<file path="config.mk">
export PLATFORM = sky130hd
export DESIGN_NAME = shift_unit
export DESIGN_NICKNAME = d
export VERILOG_FILES = /design/src/rtl/shift_pkg.sv /design/src/rtl/shift_step.sv /design/src/rtl/shift_unit.sv
export SDC_FILE = /design/constraint.sdc
export NUM_CORES = 1
export LEC_CHECK = 0
export CORE_MARGIN = 8
export CORE_UTILIZATION = 60
export CTS_CLUSTER_DIAMETER = 100
export CTS_CLUSTER_SIZE = 8
export DETAILED_ROUTE_END_ITERATION = 16
export PLACE_DENSITY = 0.84
export SLEW_MARGIN = 20
export SYNTH_ARGS = -nofsm -noshare
export SYNTH_HDL_FRONTEND = slang
export SYNTH_SLANG_ARGS = --single-unit
</file>
<file path="constraint.sdc">
create_clock -name clk -period 7.4 [get_ports clk]
set_input_delay 0.74 -clock clk [delete_from_list [all_inputs] [get_ports clk]]
set_output_delay 0.74 -clock clk [all_outputs]
set_load 0.05 [all_outputs]
</file>
<file path="src/rtl/shift_pkg.sv">
// ---------------------------------------------------------------------------
// shift_pkg
// Shared definitions for the shift unit.
//   mode_e  : operation select carried on the 2-bit mode port
//             (arithmetic, logical, rotate, reserved/pass-through)
//   state_e : control states of the shift unit sequencer
// ---------------------------------------------------------------------------
package shift_pkg;

    typedef enum logic [1:0] {
        MODE_ARITH = 2'b00,
        MODE_LOGIC = 2'b01,
        MODE_ROT   = 2'b10,
        MODE_RSVD  = 2'b11
    } mode_e;

    typedef enum logic [1:0] {
        IDLE  = 2'b00,
        SHIFT = 2'b01,
        DONE  = 2'b10
    } state_e;

endpackage

</file>
<file path="src/rtl/shift_step.sv">
// ---------------------------------------------------------------------------
// shift_step
// Combinational single step of the iterative shifter: moves a value by
// 0..STEP bit positions in one direction for a given mode.
//   value_i : value before this step
//   count_i : positions to move this step (0..STEP)
//   left_i  : 1 = shift/rotate left, 0 = right
//   mode_i  : arithmetic, logical, rotate or reserved
//   carry_i : carry held from the previous step (kept when nothing moves)
//   value_o : value after this step
//   carry_o : last bit pushed out of (or around) the word by this step
// ---------------------------------------------------------------------------
module shift_step
    import shift_pkg::*;
#(
    parameter int WIDTH = 16,
    parameter int STEP  = 4
) (
    input  logic [WIDTH-1:0]       value_i,
    input  logic [$clog2(STEP):0]  count_i,
    input  logic                   left_i,
    input  mode_e                  mode_i,
    input  logic                   carry_i,
    output logic [WIDTH-1:0]       value_o,
    output logic                   carry_o
);

    int moveCount;

    // One step of the shift. Left shifts always fill with zero, so only the
    // right direction distinguishes arithmetic from logical. The carry is
    // the last bit to leave the word: bit WIDTH-n when going left and bit
    // n-1 when going right. For rotates that same bit reappears at the far
    // end, which is exactly what the carry must report.
    always_comb begin
        moveCount = int'(count_i);
        value_o   = value_i;
        carry_o   = carry_i;

        if (moveCount != 0 && mode_i != MODE_RSVD) begin
            for (int i = 0; i < WIDTH; i++) begin
                if (left_i && (i == WIDTH - moveCount)) begin
                    carry_o = value_i[i];
                end
                if (!left_i && (i == moveCount - 1)) begin
                    carry_o = value_i[i];
                end
            end

            if (left_i) begin
                if (mode_i == MODE_ROT) begin
                    value_o = (value_i << moveCount) | (value_i >> (WIDTH - moveCount));
                end else begin
                    value_o = value_i << moveCount;
                end
            end else begin
                case (mode_i)
                    MODE_ARITH: value_o = $signed(value_i) >>> moveCount;
                    MODE_ROT:   value_o = (value_i >> moveCount) | (value_i << (WIDTH - moveCount));
                    default:    value_o = value_i >> moveCount;
                endcase
            end
        end
    end

endmodule

</file>
<file path="src/rtl/shift_unit.sv">
// ---------------------------------------------------------------------------
// shift_unit
// Iterative barrel-shift replacement: accepts one request, moves it at most
// STEP positions per cycle through a single shift_step instance, then holds
// the result until the consumer takes it.
//   clk       : clock, all state changes on the rising edge
//   reset     : synchronous active-high reset
//   in_valid  : request present          in_ready  : accepting (IDLE only)
//   src       : signed operand           amount    : signed count (+left/-right)
//   mode      : 00 arith, 01 logic, 10 rotate, 11 pass-through
//   out_valid : result present (DONE)    out_ready : consumer takes result
//   result    : shifted value            carry     : last bit moved out
//   zero      : result equals zero
// ---------------------------------------------------------------------------
module shift_unit
    import shift_pkg::*;
#(
    parameter int WIDTH = 16,
    parameter int STEP  = 4
) (
    input  logic                        clk,
    input  logic                        reset,
    input  logic                        in_valid,
    output logic                        in_ready,
    input  logic signed [WIDTH-1:0]     src,
    input  logic signed [$clog2(WIDTH):0] amount,
    input  logic [1:0]                  mode,
    output logic                        out_valid,
    input  logic                        out_ready,
    output logic signed [WIDTH-1:0]     result,
    output logic                        carry,
    output logic                        zero
);

    localparam int AW = $clog2(WIDTH) + 1;
    localparam int CW = $clog2(STEP) + 1;

    state_e            state_q, state_d;
    logic [WIDTH-1:0]  data_q, data_d;
    logic              carry_q, carry_d;
    logic [AW-1:0]     remain_q, remain_d;
    logic              left_q, left_d;
    mode_e             mode_q, mode_d;

    logic [AW-1:0]     amountRaw;
    logic [AW-1:0]     amountMag;
    logic [CW-1:0]     stepCount;
    logic [WIDTH-1:0]  stepValue;
    logic              stepCarry;

    // The count arrives two's-complement; the datapath only needs its
    // magnitude plus a direction flag. The most negative count (-WIDTH)
    // still fits because the magnitude register has the same width.
    assign amountRaw = amount;
    assign amountMag = amountRaw[AW-1] ? (AW'(0) - amountRaw) : amountRaw;

    // Each SHIFT cycle moves the full STEP unless fewer positions remain.
    assign stepCount = (remain_q > AW'(STEP)) ? CW'(STEP) : CW'(remain_q);

    shift_step #(
        .WIDTH (WIDTH),
        .STEP  (STEP)
    ) u_step (
        .value_i (data_q),
        .count_i (stepCount),
        .left_i  (left_q),
        .mode_i  (mode_q),
        .carry_i (carry_q),
        .value_o (stepValue),
        .carry_o (stepCarry)
    );

    // State and datapath registers. Reset clears everything, discarding any
    // operation in flight, and wins over every handshake input.
    always_ff @(posedge clk) begin
        if (reset) begin
            state_q  <= IDLE;
            data_q   <= '0;
            carry_q  <= 1'b0;
            remain_q <= '0;
            left_q   <= 1'b0;
            mode_q   <= MODE_ARITH;
        end else begin
            state_q  <= state_d;
            data_q   <= data_d;
            carry_q  <= carry_d;
            remain_q <= remain_d;
            left_q   <= left_d;
            mode_q   <= mode_d;
        end
    end

    // Next-state logic. Operands are captured only in IDLE, so anything on
    // the inputs while busy is ignored. A zero count or the reserved mode
    // skips SHIFT entirely and presents src unchanged with carry cleared.
    always_comb begin
        state_d  = state_q;
        data_d   = data_q;
        carry_d  = carry_q;
        remain_d = remain_q;
        left_d   = left_q;
        mode_d   = mode_q;

        unique case (state_q)
            IDLE: begin
                if (in_valid) begin
                    data_d   = src;
                    carry_d  = 1'b0;
                    remain_d = amountMag;
                    left_d   = ~amountRaw[AW-1];
                    mode_d   = mode_e'(mode);
                    if (amountMag == '0 || mode == MODE_RSVD) begin
                        remain_d = '0;
                        state_d  = DONE;
                    end else begin
                        state_d  = SHIFT;
                    end
                end
            end
            SHIFT: begin
                data_d   = stepValue;
                carry_d  = stepCarry;
                remain_d = remain_q - AW'(stepCount);
                if (remain_q <= AW'(STEP)) begin
                    state_d = DONE;
                end
            end
            DONE: begin
                if (out_ready) begin
                    state_d = IDLE;
                end
            end
            default: begin
                state_d = IDLE;
            end
        endcase
    end

    assign in_ready  = (state_q == IDLE);
    assign out_valid = (state_q == DONE);
    assign result    = data_q;
    assign carry     = carry_q;
    assign zero      = (data_q == '0);

endmodule

</file>
Word-level counts from Yosys, hierarchy flattened
Index checks and enable logic that the tools add are counted.
{"block": "op_classes", "n_addsub": 4, "magnitude_cmp": 2, "eq_ne": 40, "n_shift": 5, "muxes": 51, "bitwise": 3, "n_reduce_logical": 48}
{"op": "$eq A5 B32 Y1 const A", "n": 16}
{"op": "$eq A4 B32 Y1 const A", "n": 8}
{"op": "$eq A3 B32 Y1 const A", "n": 4}
{"op": "$eq A2 B32 Y1 const A", "n": 2}
{"op": "$logic_not A32 Y1", "n": 2}
{"op": "$mux W16", "n": 4}
{"op": "$pmux W16 S2", "n": 2}
{"op": "$mux W1", "n": 34}
{"op": "$logic_and A1 B1 Y1", "n": 33}
{"op": "$ne A33 B1 Y1 const B", "n": 1}
{"op": "$or A16 B16 Y16", "n": 2}
{"op": "$shl A16 B32 Y16", "n": 1}
{"op": "$shr A16 B32 Y16", "n": 1}
{"op": "$logic_not A16 Y1", "n": 1}
{"op": "$shl A16 B3 Y16", "n": 1}
{"op": "$shr A16 B3 Y16", "n": 1}
{"op": "$sshr A16 B3 Y16", "n": 1}
{"op": "$mux W5", "n": 3}
{"op": "$pmux W5 S2", "n": 1}
{"op": "$mux W2", "n": 4}
{"op": "$eq A2 B2 Y1 const B", "n": 3}
{"op": "$ne A2 B2 Y1 const B", "n": 3}
{"op": "$pmux W2 S3", "n": 1}
{"op": "$reduce_and A3 Y1", "n": 2}
{"op": "other kinds (19)", "n": 22}
{"block": "totals", "regBits": 27, "output_inout_bits": 20, "word_cells": 159}

Depth between registers and ports, before layout
{"block": "logic_depth", "depth_word": 39, "mapped_depth": 16}

By module
Synthesis repeated with hierarchy kept, for this count alone.
{"block": "hier_totals", "cells_unflattened": 667, "hier_area_um2": 4758.3}
{"mod": "shift_step", "n_inst": 1, "cells_per_inst": 478, "area_each_um2": 3309.4}
{"mod": "shift_unit", "n_inst": 1, "cells_per_inst": 189, "area_each_um2": 1448.9}

Worst setup path before layout
OpenSTA, ideal clock, no wires.
{"block": "synth_timing", "path_kind": "reg2reg", "startpoint": "register remain_q[2]", "endpoint": "register data_q[2], in the netlist result[2]", "setup_ns": 0.103, "arrival_ns": 3.696, "slack_ns": 3.601, "path_stages_with_launch": 15, "path_buffers": 7, "synth_period_minus_slack_ns": 3.799, "path_cell_list": "dfxtp_1 -> buf_6 -> or4b_1 -> buf_6 -> buf_6 -> buf_2 -> ha_1 -> ha_1 -> clkbuf_1 -> clkbuf_1 -> clkbuf_1 -> mux4_2 -> o22ai_1 -> nor2_1 -> a2111oi_2"}
{"block": "synth_via", "elab_chain_cells": 9, "elab_cells_between_ends": 19}
{"element": "from (decl)", "line_no": "shift_unit.sv:41", "text": "logic [AW-1:0] remain_q, remain_d;"}
{"element": "from (signal assigned)", "line_no": "shift_unit.sv:87", "text": "remain_q <= remain_d;"}
{"element": "$gt A5 B3 Y1", "line_no": "shift_unit.sv:58", "text": "assign stepCount = (remain_q > AW'(STEP)) ? CW'(STEP) : CW'(remain_q);"}
{"element": "$mux W3 (*)", "line_no": "shift_unit.sv:58"}
{"element": "$sub A5 B3 Y6", "line_no": "shift_step.sv:52, shift_step.sv:59"}
{"element": "$shl A16 B32 Y16 / $shr A16 B32 Y16 (equally long branches)", "line_no": "shift_step.sv:59, shift_step.sv:52"}
{"element": "$or A16 B16 Y16 (on tied branches)", "line_no": "shift_step.sv:59, shift_step.sv:52"}
{"element": "$pmux W16 S2 / $mux W16 (equally long branches)", "line_no": "shift_step.sv:57, shift_step.sv:51"}
{"element": "$mux W16", "line_no": "shift_step.sv:50", "text": "if (left_i) begin"}
{"element": "$mux W16", "line_no": "shift_step.sv:40", "text": "if (moveCount != 0 && mode_i != MODE_RSVD) begin"}
{"element": "$pmux W16 S2", "line_no": "shift_unit.sv:104", "text": "unique case (state_q)"}
{"element": "to (signal assigned)", "line_no": "shift_unit.sv:85", "text": "data_q <= data_d;"}
{"element": "to (decl)", "line_no": "shift_unit.sv:39", "text": "logic [WIDTH-1:0] data_q, data_d;"}
Mark *: on every way between the ends. The rest lies on a longest branch, timed or not. The select of a mux whose other input is x is not followed.
A chain may end at the register's enable or synchronous reset.

Final worst setup path
{"block": "layout_timing", "startpoint": "register remain_q[2]", "endpoint": "register data_q[3], in the netlist result[3]"}
The elaborated chain is that of the path after synthesis.

==> results_dict.tcl <==
set metrics [dict create \
    first_iter_violations 897 \
    dr.max_layer_used "met4" \
    core_area_sq_um 6760 \
    m1WireLength_um 6380 \
    number_of_enable_type_register_cells_in_the_synthesized_netlist 0 \
    postRouteWirelength_um 17100 \
    flop_pwr_share_pct 24.7 \
    slew_viol_final 0 \
    max-slew-margin-rel_pct 24.8 \
    grt_pass1_wl_um 26700 \
    postRouteAntennaNets 0 \
    power.switching_fraction_pct 55.1 \
    cts_hold_repair.buffers 0 \
    nature_of_the_critical_path_startpoint "flip-flop" \
    place.port_buffers 46 \
    vias 5315 \
    worstSkewPairLatency_ps 290 \
    crit_top_cell "sky130_fd_sc_hd__ha_1" \
    cts-htree-levels 1 \
    routabilityCongestion 1.03 \
    cts_repair_resize_count 0 \
    total_clock_buffers_created_by_cts 3 \
    post_drt_via_cell_ratio 7.58 \
    cts-root-buf "sky130_fd_sc_hd__clkbuf_8" \
    finalSetupTns_ps 0 \
    fin_hold_ws_ps 559 \
    layout-drive-gt1-share_pct 5.80 \
    die_y_um 99.5 \
    tightest_slew_ps 1130 \
    syn2layout_area_growth_pct 9.30 \
    avgRoutedWirePerCell_um 24.4 \
    cpLargestDelayFamily "simple AND/OR/NAND/NOR gates" \
    yosysWarningCount 0 \
    leakage_nw 1.72 \
    tritoncts_clock_tree "done" \
    max_stage_delay_ps 860 \
    timing.critical_path.fanout_max 31 \
    route.detailed.drc 0 \
    core.rowCount 30 \
    cts_buffer_depth 2 \
    most_instantiated_flip_flop_cell_in_the_synthesis_netlist "sky130_fd_sc_hd__dfxtp_1" \
    timing.final.hold_violations 0 \
    setup.worst_path.class "flip-flop to flip-flop" \
    critPathCaptureType "flip-flop" \
    max_cap_viol_count 0 \
    final.setup_skew_ps 5.91 \
    vdd.ir_drop.worst_mv 0.121 \
    final_hpwl_from_detailed_placement_um 11700 \
    worstPathArrival_ps 5300 \
    initial_antenna_violation_count 0 \
    worst-endpoint-required_ps 7630 \
    floorplan.die_area_sq_um 9900 \
    dr_wl_met2_um 6980 \
    largest_net_degree_at_the_start_of_global_routing 40 \
    netSwitchingPower_mw 0.492 \
    p_clk_share_pct 10.9 \
    setup_viol 0 \
    finish.net_count 657 \
    most-common-layout-cells "83 x sky130_fd_sc_hd__nand2_1, 66 x sky130_fd_sc_hd__nor2_1, 56 x sky130_fd_sc_hd__a21oi_1, 50 x sky130_fd_sc_hd__mux2i_1, 46 x sky130_fd_sc_hd__clkdlybuf4s50_1" \
    synth-seq-area-share_pct 12.9 \
    globalRouteOverflowTotal 0 \
    gate_count_after_technology_mapping 624 \
    global_route_usage_over_all_layers_pct 33.6 \
    pwr_density_cell_nw_per_um2 195 \
    postSynthNetCount 659 \
    cts.reportedPaths.clkPinSlew_ps 110 \
    initial_core_util_pct 61.9 \
    synthDistinctLibCells 72 \
    met3RoutedLength_um 2730 \
    min_period_over_period_pct 68.6 \
    period_needed_ps 5070 \
    comb_power_share_pct 64.4 \
    dieWidth_um 99.5 \
    first_global_vias 4799 \
    postSynthRegisterBits 27 \
    cts_num_sinks 27 \
    outcome "finished clean" \
    detailedRoute.firstPassIterationCount 7 \
    io_pins 47 \
    crit_path_top_delay_cell "sky130_fd_sc_hd__or3_1" \
    post-cts-setup-buffers 0 \
    fillers 582 \
    timing.critical_path.buf_inv 1 \
    timing.fmax_mhz 197 \
    synth_area_sq_um 4180 \
    cellInternalPower_mw 0.400 \
    final_common_cell "sky130_fd_sc_hd__nand2_1" \
    worstPathCellList "or3_1, inv_2, nand2_1, ha_1, ha_1, nor3b_1, nand3_1, nor2_1, a221oi_1, a21oi_1, o21ai_1, a211oi_2" \
    grt_setup_unrepaired "false" \
    min-delay-path-class "flip-flop to flip-flop" \
    number_of_antenna_repair_diodes 0 \
    synth-async-reset-ratio_pct 0 \
    synthesis.area_per_instance_sq_um 6.70 \
]
[Yosys cell counts (all sizes together) (4+ instances only)]
master	n	share of area, %
nand2	83	7.4
nor2	66	5.9
a21oi	56	6.7
clkbuf	51	4.6
mux2i	51	13
dfxtp	27	13
nand3	25	3.0
o21ai	25	3.0
nor3	20	2.4
buf	13	2.7
inv	13	1.3
o22ai	13	1.9
a31oi	12	1.8
a211oi	10	1.9
nand2b	9	1.3
o211ai	9	1.6
a32oi	8	1.7
and3	8	1.2
ha	8	2.4
a2111oi	7	1.6
and2	7	1.0
nor2b	7	1.0
nor3b	7	1.3
nor4	7	1.0
o221ai	7	1.5
mux2	5	1.3
or2	5	0.75
a211o	4	0.84
a221oi	4	0.84
mux4	4	2.2
o21a	4	0.72
[state kept, by name, summed over array words and instances, names as in the netlist]
signal    cells
result       16
left_q        1
carry         1
mode_q        2
remain_q      5
state_q       2
[cells by family after synthesis]
logic type                 Yosys count  share of synthesized area (%)
AOI/OAI and AO/OA                  188                           30.0
xor gates and xnor gates             2                          0.419
adders and majority gates            8                           2.39
buffers and inverters               78                           8.64
DFF                                 27                           12.9
muxes                               60                           16.0
other                                1                         0.0897
and+or+nand+nor                    260                           29.5
[layer usage]
| metal | up-vias | track usage [%] |
|---|---|---|
| li1 | 2317 | - |
| met1 | 2372 | 44.0 |
| met2 | 513 | 47.9 |
| met3 | 113 | 10.5 |
| met4 | 0 | 17.1 |
| met5 | - | 0 |
[worst reg2reg max path, delay by kind of cell, from the launching register on]
kind,cells,cell delay (ps)
compound gates,4,640
simple gates,5,2670
buf+inv,1,640
fa+ha+maj,2,640
flops,1,400
[area by class of cell]
type	count	area (sq um)	area share [%]
clock inverter	1	8.76	0.192
clock buffer	3	41.3	0.903
tap	80	100	2.19
sequential	27	541	11.8
multi-input combinational	519	3280	71.8
inverter	14	57.6	1.26
timing repair buffer	57	543	11.9
[stage by stage]
stage | instance area, sq um | power, mW | setup WS, ps | instances | util, %
detailed placement | 4520 | 0.763 | 2520 | 697 | 66.9
global route | 4570 | 0.926 | 2010 | 701 | 67.7
global placement | 4520 | 0.760 | 2620 | 697 | 66.9
floorplan | 4180 | 0.603 | 3600 | 624 | -
finish | 4570 | 0.892 | 2330 | 701 | 67.7
CTS | 4570 | 0.861 | 2470 | 701 | 67.7
[power by group through the flow]
stage                     logic, mW  clock network [mW]  registers (mW)
after floorplan               0.386                   0           0.217
after global placement        0.544                   0           0.216
after detailed placement      0.547                   0           0.217
after CTS                     0.549              0.0979           0.213
after global routing          0.603               0.103           0.220
final                         0.574              0.0973           0.220
[worst paths after layout]
| path | slack [ps] | startpoint | depth (start not counted) | to |
|---|---|---|---|---|
| hold reg to reg | 560 | carry | 3 | carry |
| setup reg to reg | 2330 | remain_q[2] | 12 | result[3] |
| hold / removal | 560 | carry | 3 | carry |
| setup / recovery | 2330 | remain_q[2] | 12 | result[3] |
Power figures use the tool's default switching activity.
